File: src/rtl/id_scoreboard.sv
// id_scoreboard: decode-stage hazard detection and operand forwarding via a per-register pending-write scoreboard.
// Latency: operand select and stall are combinational (0 cycles); counter, err and stall_cnt updates appear the cycle after the edge.
// Backpressure: stall holds ID whenever a needed producer is not yet ready or a destination counter is full.
module id_scoreboard #(
  parameter int NREG = 32,
  parameter int AW   = 5,
  parameter int DW   = 32,
  parameter int NFWD = 3,
  parameter int CW   = 2
) (
  input  logic                       clk,
  input  logic                       reset,
  input  logic [AW-1:0]              rs1_addr,
  input  logic                       rs1_need,
  input  logic [AW-1:0]              rs2_addr,
  input  logic                       rs2_need,
  input  logic [DW-1:0]              rf_rdata1,
  input  logic [DW-1:0]              rf_rdata2,
  input  logic                       id_valid,
  input  logic                       dst_we,
  input  logic [AW-1:0]              dst_addr,
  input  logic                       issue_fire,
  input  logic [NFWD*(2+AW+DW)-1:0]  fwd_bus,
  input  logic                       wb_fire,
  input  logic [AW-1:0]              wb_addr,
  output logic [DW-1:0]              rs1_value,
  output logic [DW-1:0]              rs2_value,
  output logic                       stall,
  output logic [NREG-1:0]            pending,
  output logic                       err,
  output logic [31:0]                stall_cnt
);

  // One forwarding slice: {we, ready, waddr, wdata}, wdata in the low bits.
  localparam int SW = 2 + AW + DW;
  localparam logic [CW-1:0] CMAX = '1;

  logic [CW-1:0] cnt [NREG];
  logic [DW:0]   pick1;
  logic [DW:0]   pick2;
  logic          hazard1;
  logic          hazard2;
  logic          dst_full;

  // Returns {hazard, value}. Lower source index is younger and wins; an
  // unexposed in-flight producer (counter nonzero, no bus match) is a hazard.
  function automatic logic [DW:0] pick(input logic [AW-1:0] a,
                                       input logic [DW-1:0] rf,
                                       input logic          busy,
                                       input logic [NFWD*SW-1:0] bus);
    logic          found;
    logic [DW:0]   r;
    logic [SW-1:0] s;
    found = 1'b0;
    r     = {1'b0, rf};
    if (a == '0) begin
      r = '0;
    end else begin
      for (int i = 0; i < NFWD; i++) begin
        s = bus[i*SW +: SW];
        if (!found && s[SW-1] && (s[DW +: AW] == a)) begin
          found = 1'b1;
          r = s[SW-2] ? {1'b0, s[DW-1:0]} : {1'b1, {DW{1'b0}}};
        end
      end
      if (!found && busy) r = {1'b1, {DW{1'b0}}};
    end
    return r;
  endfunction

  // Pending-nonzero view of every counter; r0 is never counted so stays 0.
  always_comb begin
    pending = '0;
    for (int r = 0; r < NREG; r++) pending[r] = (cnt[r] != '0);
  end

  // Operand selection and stall decision.
  always_comb begin
    pick1     = pick(rs1_addr, rf_rdata1, pending[rs1_addr], fwd_bus);
    pick2     = pick(rs2_addr, rf_rdata2, pending[rs2_addr], fwd_bus);
    hazard1   = pick1[DW];
    hazard2   = pick2[DW];
    rs1_value = pick1[DW-1:0];
    rs2_value = pick2[DW-1:0];
    dst_full  = dst_we && (dst_addr != '0) && (cnt[dst_addr] == CMAX);
    stall     = id_valid && ((rs1_need && hazard1) || (rs2_need && hazard2) || dst_full);
  end

  // Per-register pending counters; over/underflow clamps and sets sticky err.
  always_ff @(posedge clk or posedge reset) begin
    if (reset) begin
      for (int r = 0; r < NREG; r++) cnt[r] <= '0;
      err <= 1'b0;
    end else begin
      for (int r = 1; r < NREG; r++) begin
        if (issue_fire && dst_we && (dst_addr == AW'(r)) && !(wb_fire && (wb_addr == AW'(r)))) begin
          if (cnt[r] == CMAX) err <= 1'b1;
          else                cnt[r] <= cnt[r] + 1'b1;
        end else if (wb_fire && (wb_addr == AW'(r)) && !(issue_fire && dst_we && (dst_addr == AW'(r)))) begin
          if (cnt[r] == '0) err <= 1'b1;
          else              cnt[r] <= cnt[r] - 1'b1;
        end
      end
    end
  end

  // Saturating count of stalled cycles.
  always_ff @(posedge clk or posedge reset) begin
    if (reset)                         stall_cnt <= '0;
    else if (stall && stall_cnt != '1) stall_cnt <= stall_cnt + 32'd1;
  end

endmodule

File: config.mk
export PLATFORM = sky130hd
export DESIGN_NAME = id_scoreboard
export DESIGN_NICKNAME = d
export VERILOG_FILES = /design/src/rtl/id_scoreboard.sv
export SDC_FILE = /design/constraint.sdc
export NUM_CORES = 1
export LEC_CHECK = 0
export BUFFER_PORTS_ARGS = -buffer_cell sky130_fd_sc_hd__buf_2
export CAP_MARGIN = 40
export CORE_ASPECT_RATIO = 1.1
export CORE_MARGIN = 2
export CORE_UTILIZATION = 53
export CTS_CLUSTER_SIZE = 28
export DETAILED_ROUTE_END_ITERATION = 16
export GPL_TIMING_DRIVEN = 0
export PLACE_DENSITY = 0.91
export SYNTH_ARGS = -nofsm -noshare
export SYNTH_HDL_FRONTEND = slang
export SYNTH_SLANG_ARGS = --single-unit
File: constraint.sdc
create_clock -name clk -period 4.5 [get_ports clk]
set_input_delay 0.9 -clock clk [delete_from_list [all_inputs] [get_ports clk]]
set_output_delay 0.9 -clock clk [all_outputs]
set_load 0.01 [all_outputs]
### Yosys cells after proc, flatten, opt, wreduce, memory -nomap -nowiden

Cells that the tools add are included.
Widths: inputs -> output; s select.

* register bits: 95
* bits of input ports: 209
* output and inout port bits: 130
* word-level logic and storage cells: 884

* $add $sub $neg: 63
* magnitude comparators: 3
* eq/ne operators: 163
* multiplexer cells: 280
* bitwise operators: 1
* reductions and logical operators: 341

Operators with widths (count)
* $mux 33: 13
* $mux 2: 126
* $eq 5x5->1 const B: 32
* $logic_and 1x1->1: 143
* $mux 1: 138
* $reduce_bool 2->1: 63
* $ne 2x2->1 const B: 62
* $reduce_and 3->1: 31
* $eq 5x4->1 const B: 16
* $logic_not 1->1: 68
* $eq 2x2->1 const B: 32
* $add 2x1->2 const B: 31
* $logic_not 2->1: 31
* $sub 2x1->2 const B: 31
* $eq 5x3->1 const B: 8
* $add 32x1->32 const B: 1
* $ne 32x32->1 const B: 1
* $eq 5x5->1: 6
* $eq 5x2->1 const B: 4
* $lt 5x6->1 const B: 2
* $bmux 1 s5: 2
* $bmux 2 s5: 1
* $eq 5x1->1 const B: 2
* $logic_not 5->1: 2
* 4 further kinds: 5

### Depth between registers and ports, before layout

Gate-level depths: netlist (run 1).

* word-level depth: 96
* mapped depth: 13
* depth with buffers taken out: 11

### Least setup slack after synthesis (run 1)

Ideal clock, no wire load.

* path type: in2out
* start: input port rs2_addr[4]
* end: output port rs2_value[0]
* data arrival time: 2.835 ns
* path slack: 0.765 ns
* stages on the path: 9
* path buffers: 3
* cells stage by stage: clkbuf_1 or3_1 o32ai_1 or4_1 a2111oi_2 or2_2 clkbuf_1 buf_2 nor2_1

* cells in the longest elaborated chain, start to end: 18

Ends and longest elaborated chain
* from (decl): RTL line 15 `input logic [AW-1:0] rs2_addr,`
* $eq 5x5->1: RTL line 61 `if (!found && s[SW-1] && (s[DW +: AW] == a)) begin`
* $logic_and 1x1->1: RTL line 61
* $mux 1: RTL line 61
* $mux 1: RTL line 56 `if (a == '0) begin`
* $logic_not 1->1: RTL line 61
* $logic_and 1x1->1 (2 in series): RTL line 61
* $mux 1: RTL line 61
* $mux 1: RTL line 56
* $logic_not 1->1: RTL line 61
* $logic_and 1x1->1 (2 in series): RTL line 61
* $mux 1: RTL line 61
* $mux 1: RTL line 56
* $logic_not 1->1: RTL line 66 `if (!found && busy) r = {1'b1, {DW{1'b0}}};`
* $logic_and 1x1->1: RTL line 66
* $mux 33: RTL line 66
* $mux 33 (*): RTL line 56
* to (decl): RTL line 27 `output logic [DW-1:0] rs2_value,`

Mark *: on every way between the ends. The rest lies on a longest branch, timed or not. The select of a mux whose other input is x is not followed.

### Final worst setup path (run 1)

* start: input port dst_addr[0]
* end: output port stall

* cells in the longest elaborated chain, start to end: 8

Ends and longest elaborated chain
* from (decl): RTL line 21 `input logic [AW-1:0] dst_addr,`
* $not 5->6 (not written as such): RTL line 85 `dst_full = dst_we && (dst_addr != '0) && (cnt[dst_addr] == CMAX);`
* $bmux 2 s5: RTL line 85
* $mux 2 (not written as such) (2 in series): RTL line 85
* $eq 2x2->1: RTL line 85
* $logic_and 1x1->1 (*): RTL line 85
* $logic_or 1x1->1 (*): RTL line 86 `stall = id_valid && ((rs1_need && hazard1) || (rs2_need && hazard2) || dst_full);`
* $logic_and 1x1->1 (*): RTL line 86
* to (decl): RTL line 28 `output logic stall,`

Marked as above.

==> impl_metrics.tcl, run 1 <==
set metrics [dict create \
    ir_worst_vdd_mv 0.2928 \
    wire_per_inst_um 22.64 \
    numCtsBuffers 9 \
    reg2reg_from "cnt[4]" \
    synth-compound-area-share_pct 25.08 \
    die_h_um 152.4 \
    final_util_pct 65.65 \
    fin_area_um2 12950 \
    synth_top_family_by_area "simple AND/OR/NAND/NOR gates" \
    dr_total_vias 13340 \
    r2r_end "stall_cnt[1]" \
    synth.mux.area_fraction_pct 3.182 \
    start_kind "primary input" \
    start_util_pct 53.81 \
    layout_common_cells "buf_2 (340), nor2_1 (223), nand2_1 (188), a211oi_1 (133), inv_1 (115)" \
    hold-path-cell-count 1 \
    gr-total-overflow 0 \
    cts_tree "built" \
    ys_ff_latch 95 \
    grt_pass1_vias 12910 \
    ys_seq_area_share_pct 22.40 \
    finalMaxSlewViolations 0 \
    drc 0 \
    core_area_um2 19730 \
    fin_crit_ns 4.499 \
    layout_commonest_cell "buf_2" \
    critPathLaunch "dst_addr[0]" \
    top_level_ports 339 \
    finalSetupViolations 0 \
    syn_area_um2 10620 \
    slew_headroom_pct 36.50 \
    synth_edf_count 0 \
    r2r_cells 8 \
    cts_num_sinks 95 \
    cp_data_required_time_ns 3.60 \
    worstSetupPathType "primary input to output pin" \
    die_w_um 138.9 \
    ys_types 69 \
    antenna_found_initial 7 \
    first_pass_iters 6 \
    yosys.area_share.adder_pct 7.803 \
    async_reset_ff_share_pct 100.0 \
    endpoint "stall" \
    hold_viol 0 \
    timing.fmax_ghz 0.2223 \
    synth_xor_area_share_pct 4.950 \
    wirelength_mm 47.29 \
    num_rows 54 \
    p_leak_uw 0.006489 \
    synth-simple-area-share_pct 28.56 \
    maxCapViolations 0 \
    placement.cell_area_um2 12600 \
    tightest_slew_ns 0.9452 \
    grtUsageTotal_pct 42.97 \
    hold_path.class "flip-flop to flip-flop" \
    grt_max_degree 50 \
    dieArea_um2 21180 \
    synthCells 1490 \
    ys_warn_count 2 \
    power_density_nw_per_um2 222.5 \
    htreeDepth 3 \
    period_share_pct 99.98 \
    syn_avg_cell_area_um2 7.124 \
    drive_above_1_share_pct 23.68 \
    clk_pin_slew_ns 0.07 \
    worst-path-max-fanout 10 \
    final_net_count 2100 \
    syn_to_final_growth_pct 22.01 \
    critPathArrivalTime_ns 3.60 \
    layout_setup_ws_ns 0.0009297 \
    clk_root_buffer_cell "clkbuf_16" \
    worstSkewPairLatency_ns 0.36 \
    ff2ff_setup_slack_ns 1.51 \
    fin_skew_ns 0.006616 \
    post-cts-setup-buffers 0 \
    drtIter0Drc 1400 \
    routed_via_density 6.387 \
    clk_path_buf_depth 2 \
    synth_ff_type "dfrtp_1" \
    status "finished clean" \
    io_buffers 328 \
    n_fill_cell 1806 \
    pre_cts_ws_ns -0.4514 \
    grt_pass1_wl_mm 71.97 \
    syn-num-nets 1762 \
    ant_nets 0 \
    end_kind "output pin" \
    dp_hpwl_mm 37.82 \
    gp_congestion 1.021 \
]
-- cell families (layout without fill, tap and decap cells) --
kind of cell / after synthesis / in the layout
multiplexers: 24 / 24
buffers and inverters: 214 / 557
flip-flops: 95 / 95
AND/OR/NAND/NOR: 634 / 634
AO/OA/AOI/OAI: 395 / 395
other: 1 / 5
XOR/XNOR: 60 / 60
adder cells (fa/ha/maj): 67 / 67
-- critical path: stages --
cell,delay [ns]
clkbuf_1,0.37
buf_2,0.37
clkbuf_2,0.30
nor2_1,0.09
a311oi_1,0.25
nor4_1,0.10
nor4_2,0.30
nand3_1,0.15
a211o_4,0.40
and2_1,0.20
buf_2,0.14
-- worst min path at each step --
stage / startpoint / end / slack (ns)
after floorplan: cnt[46] / cnt[46] / 0.50
after global placement: stall_cnt[26] / stall_cnt[26] / 0.47
after detailed placement: stall_cnt[29] / stall_cnt[29] / 0.48
after CTS: stall_cnt[29] / stall_cnt[29] / 0.49
after global routing: stall_cnt[31] / stall_cnt[31] / 0.52
final: stall_cnt[29] / stall_cnt[29] / 0.49
-- power by group --
part / switching [µW] / total [µW] / internal (µW)
Sequential: 108 / 1030 / 926
Combinational: 661 / 1080 / 417
Clock: 383 / 769 / 386
-- stage by stage --
stage	std cells	TNS, ns	power [µW]	hold WS, ns
2_1_floorplan	1490	0	1618	0.4974
3_3_place_gp	2070	-4.392	2060	0.4743
3_5_place_dp	2071	-0.9375	2086	0.4792
4_1_cts	2087	0	2845	0.4930
5_1_grt	2087	-0.01700	2989	0.5244
6_report	2089	0	2882	0.4928
-- repair_timing --
item                       in CTS  in global routing
gates resized for setup         5                 41
setup endpoints to repair       7                 64
pin swaps                       0                  0
hold buffers                    0                  0
-- final cells by class --
type | count | area (µm²) | share of cell area (%)
antenna | 4 | 10.01 | 0.07729
inverter | 116 | 437.9 | 3.381
clock inverter | 6 | 53.80 | 0.4154
timing repair buffer | 329 | 1669 | 12.89
sequential | 95 | 2377 | 18.36
buffer | 96 | 437.9 | 3.381
tap | 252 | 315.3 | 2.435
multi-input combinational | 1181 | 7421 | 57.30
clock buffer | 10 | 229.0 | 1.768
-- sequential cells by signal, summed over array words and instances (netlist names) --
signal and cells:
stall_cnt 32, err 1, cnt 62
-- synth_stat cells (4+ instances only) --
master	instances	area, µm²
o21ai_0	90	450.4
and4_1	7	61.31
nor2_1	226	848.3
a32oi_1	13	113.9
dfrtp_1	95	2377
buf_1	7	26.28
o31ai_1	19	142.6
nor2b_1	25	156.4
a31oi_1	80	500.5
xor2_1	14	122.6
nand4_1	22	137.6
mux2_2	7	78.83
buf_2	14	70.07
maj3_1	4	40.04
nand2b_1	9	56.30
a21oi_1	20	100.1
nor3b_1	19	142.6
a211oi_1	133	998.5
nor3_1	15	75.07
or2_2	9	56.30
xnor2_1	46	402.9
nand4_2	7	87.58
nand2_1	188	705.7
nor4_1	8	50.05
o211ai_1	4	30.03
mux2i_1	9	90.09
inv_1	116	435.4
nand3_1	24	120.1
mux4_2	7	157.7
clkbuf_1	72	270.3
ha_1	63	788.3
and3_1	27	168.9
and2_1	24	150.1
nand3_2	5	50.05
o31a_1	7	61.31
a2111oi_0	6	52.55
-- layer usage --
metal | global-route usage (%) | wire length [µm] | vias to the layer above
met1 | 50.43 | 17200 | 6258
met4 | 25.20 | 3180 | 8
met3 | 9.428 | 4724 | 223
met5 | 0 | 60 | -
met2 | 72.25 | 22130 | 886
li1 | - | - | 5968
Note: power is estimated with default switching activity, not from simulation.
==> inputs of run 2 (changes only) <==
ABC_CLOCK_PERIOD_IN_PS = 4500   (was unset)
BUFFER_PORTS_ARGS = -buffer_cell sky130_fd_sc_hd__buf_4   (was -buffer_cell sky130_fd_sc_hd__buf_2)
RECOVER_POWER = 100   (was unset)
==> run 2 against run 1 <==
Compared with the run above: the run now ends with max-capacitance violations, max-slew violations left; sequential cell count did not move; final area rose by 2.7%; critical path depth fell by 1; worst setup slack improved by 0.070 ns; combinational power barely moved; count of clock-buffer cells in the layout did not move; maximum frequency rose by 1.6%; clock power rose by 4.6%; die area did not move; hold slack improved by 0.020 ns; critical path type unchanged; critical endpoint is now rs2_value[11]; largest power group unchanged.
==> impl_metrics.tcl, run 2 (synthesis results as in run 1) <==
set metrics [dict create \
    fin_skew_ns 0.01070 \
    grt_max_degree 59 \
    finalSetupViolations 0 \
    layout_setup_ws_ns 0.07123 \
    tightest_slew_ns 2.581 \
    violations "max-capacitance violations, max-slew violations" \
    gp_congestion 1.037 \
    die_h_um 152.4 \
    power_density_nw_per_um2 221.9 \
    worst-path-max-fanout 10 \
    timing.fmax_ghz 0.2258 \
    syn_to_final_growth_pct 25.33 \
    dp_hpwl_mm 39.44 \
    clk_path_buf_depth 2 \
    cts_tree "built" \
    ff2ff_setup_slack_ns 0.79 \
    cp_data_required_time_ns 3.60 \
    status "finished, violations left" \
    antenna_found_initial 3 \
    worstSkewPairLatency_ns 0.36 \
    pre_cts_ws_ns -0.3699 \
    first_pass_iters 7 \
    dr_total_vias 13760 \
    hold_slack_ns 0.5125 \
    drtIter0Drc 1938 \
    start_kind "primary input" \
    grt_pass1_vias 13410 \
    reg_top3 "cnt: 62 flops, stall_cnt: 32 flops, err: 1 flops" \
    hold_buffers 0 \
    ant_nets 0 \
    clk_pin_slew_ns 0.08 \
    core_area_um2 19730 \
    drc 0 \
    regMostFlops "cnt" \
    ir_worst_vdd_mv 0.2802 \
    die_w_um 138.9 \
    cts_num_sinks 95 \
    layout_common_cells "nor2_1 (223), buf_4 (216), nand2_1 (188), clkbuf_1 (157), a211oi_1 (133)" \
    finalPower_uw 2952 \
    p_leak_uw 0.006224 \
    wirelength_mm 50.01 \
    top_level_ports 339 \
    critPathArrivalTime_ns 3.53 \
    rsz0062_at_grt "false" \
    worstSetupPathType "primary input to output pin" \
    start_util_pct 53.81 \
    num_rows 54 \
    largest_reg_flops 62 \
    wire_per_inst_um 23.96 \
    grtUsageTotal_pct 45.42 \
    clk_root_buffer_cell "clkbuf_16" \
    dieArea_um2 21180 \
    final_net_count 2100 \
    layout_commonest_cell "nor2_1" \
    maxCapViolations 1 \
    grt_pass1_wl_mm 76.00 \
    finalMaxSlewViolations 59 \
    period_share_pct 98.42 \
    numCtsBuffers 9 \
    final_util_pct 67.43 \
    hold_path.class "flip-flop to flip-flop" \
    io_buffers 328 \
    hold_viol 0 \
    gr-total-overflow 0 \
    drive_above_1_share_pct 17.57 \
    end_kind "output pin" \
    routed_via_density 6.591 \
    fin_crit_ns 4.429 \
    slew_headroom_pct -73.03 \
    htreeDepth 3 \
]
==> run 2: cell types whose count changed in the layout (fill, tap and decap cells not counted), moves of 3 or more <==
cell / change
buf_2: -330
clkbuf_1: +103
clkbuf_2: +11
buf_4: +215
buf_6: -3
clkbuf_4: +4
and2_0: +5
and2_1: -5
or2_0: +4
==> run 2: routing by layer <==
| metal | global-route usage [%] | part of all wire [%] | vias up |
|---|---|---|---|
| li1 | - | - | 5981 |
| met1 | 53.37 | 34 | 6349 |
| met2 | 76.33 | 47 | 1127 |
| met3 | 8.642 | 11 | 296 |
| met4 | 28.67 | 7.9 | 2 |
| met5 | 0 | 0.030 | - |
==> run 2: per-stage QoR <==
stage / instances / TNS [ns] / cell area [µm²]
global placement: 2070 / -5.305 / 13390
CTS: 2087 / 0 / 13730
finish: 2087 / 0 / 13300
global route: 2086 / 0 / 13300
floorplan: 1490 / 0 / 10620
detailed placement: 2072 / -0.9435 / 13420
==> run 2: critical path, cell delays in order <==
cell and delay, ns:
clkbuf_2 0.23, clkbuf_2 0.34, mux4_2 0.57, o22ai_1 0.19, a211oi_1 0.06, a2111oi_0 0.39, or2_2 0.28, clkbuf_2 0.27
nor2_1 0.14, clkbuf_1 0.15
==> run 2: final timing paths <==
| kind | start | endpoint | cells past startpoint |
|---|---|---|---|
| max in group asynchronous | reset | cnt[31] | 3 |
| min in group asynchronous | reset | stall_cnt[1] | 2 |
| max reg2reg | cnt[10] | stall_cnt[5] | 10 |
| min | stall_cnt[31] | stall_cnt[31] | 1 |
| max | rs2_addr[2] | rs2_value[11] | 10 |
| min reg2reg | stall_cnt[31] | stall_cnt[31] | 1 |
==> run 2: area by class of cell <==
class	instances	area, µm²
Antenna cell	2	5.005
Buffer	95	419.2
Tap cell	252	315.3
Inverter	116	436.7
Clock buffer	10	239.0
Sequential cell	95	2377
Clock inverter	6	61.31
Multi-Input combinational cell	1181	7386
Timing Repair Buffer	330	2064
Fill cell	1781	6425
==> run 2: repair_timing <==
action / CTS / global route
resized for setup: 5 / 53
hold endpoints to repair: 0 / 0
pin swaps: 0 / 1
gates cloned: 0 / 0
buffers inserted: 0 / 0
endpoints found under the setup margin: 7 / 65
==> run 2: power by group <==
part	switching [µW]	total, µW	internal [µW]	leakage (µW)
logic	673	1110	436	0.00480
registers	113	1040	926	0.00128
clock network	398	804	405	0.000144
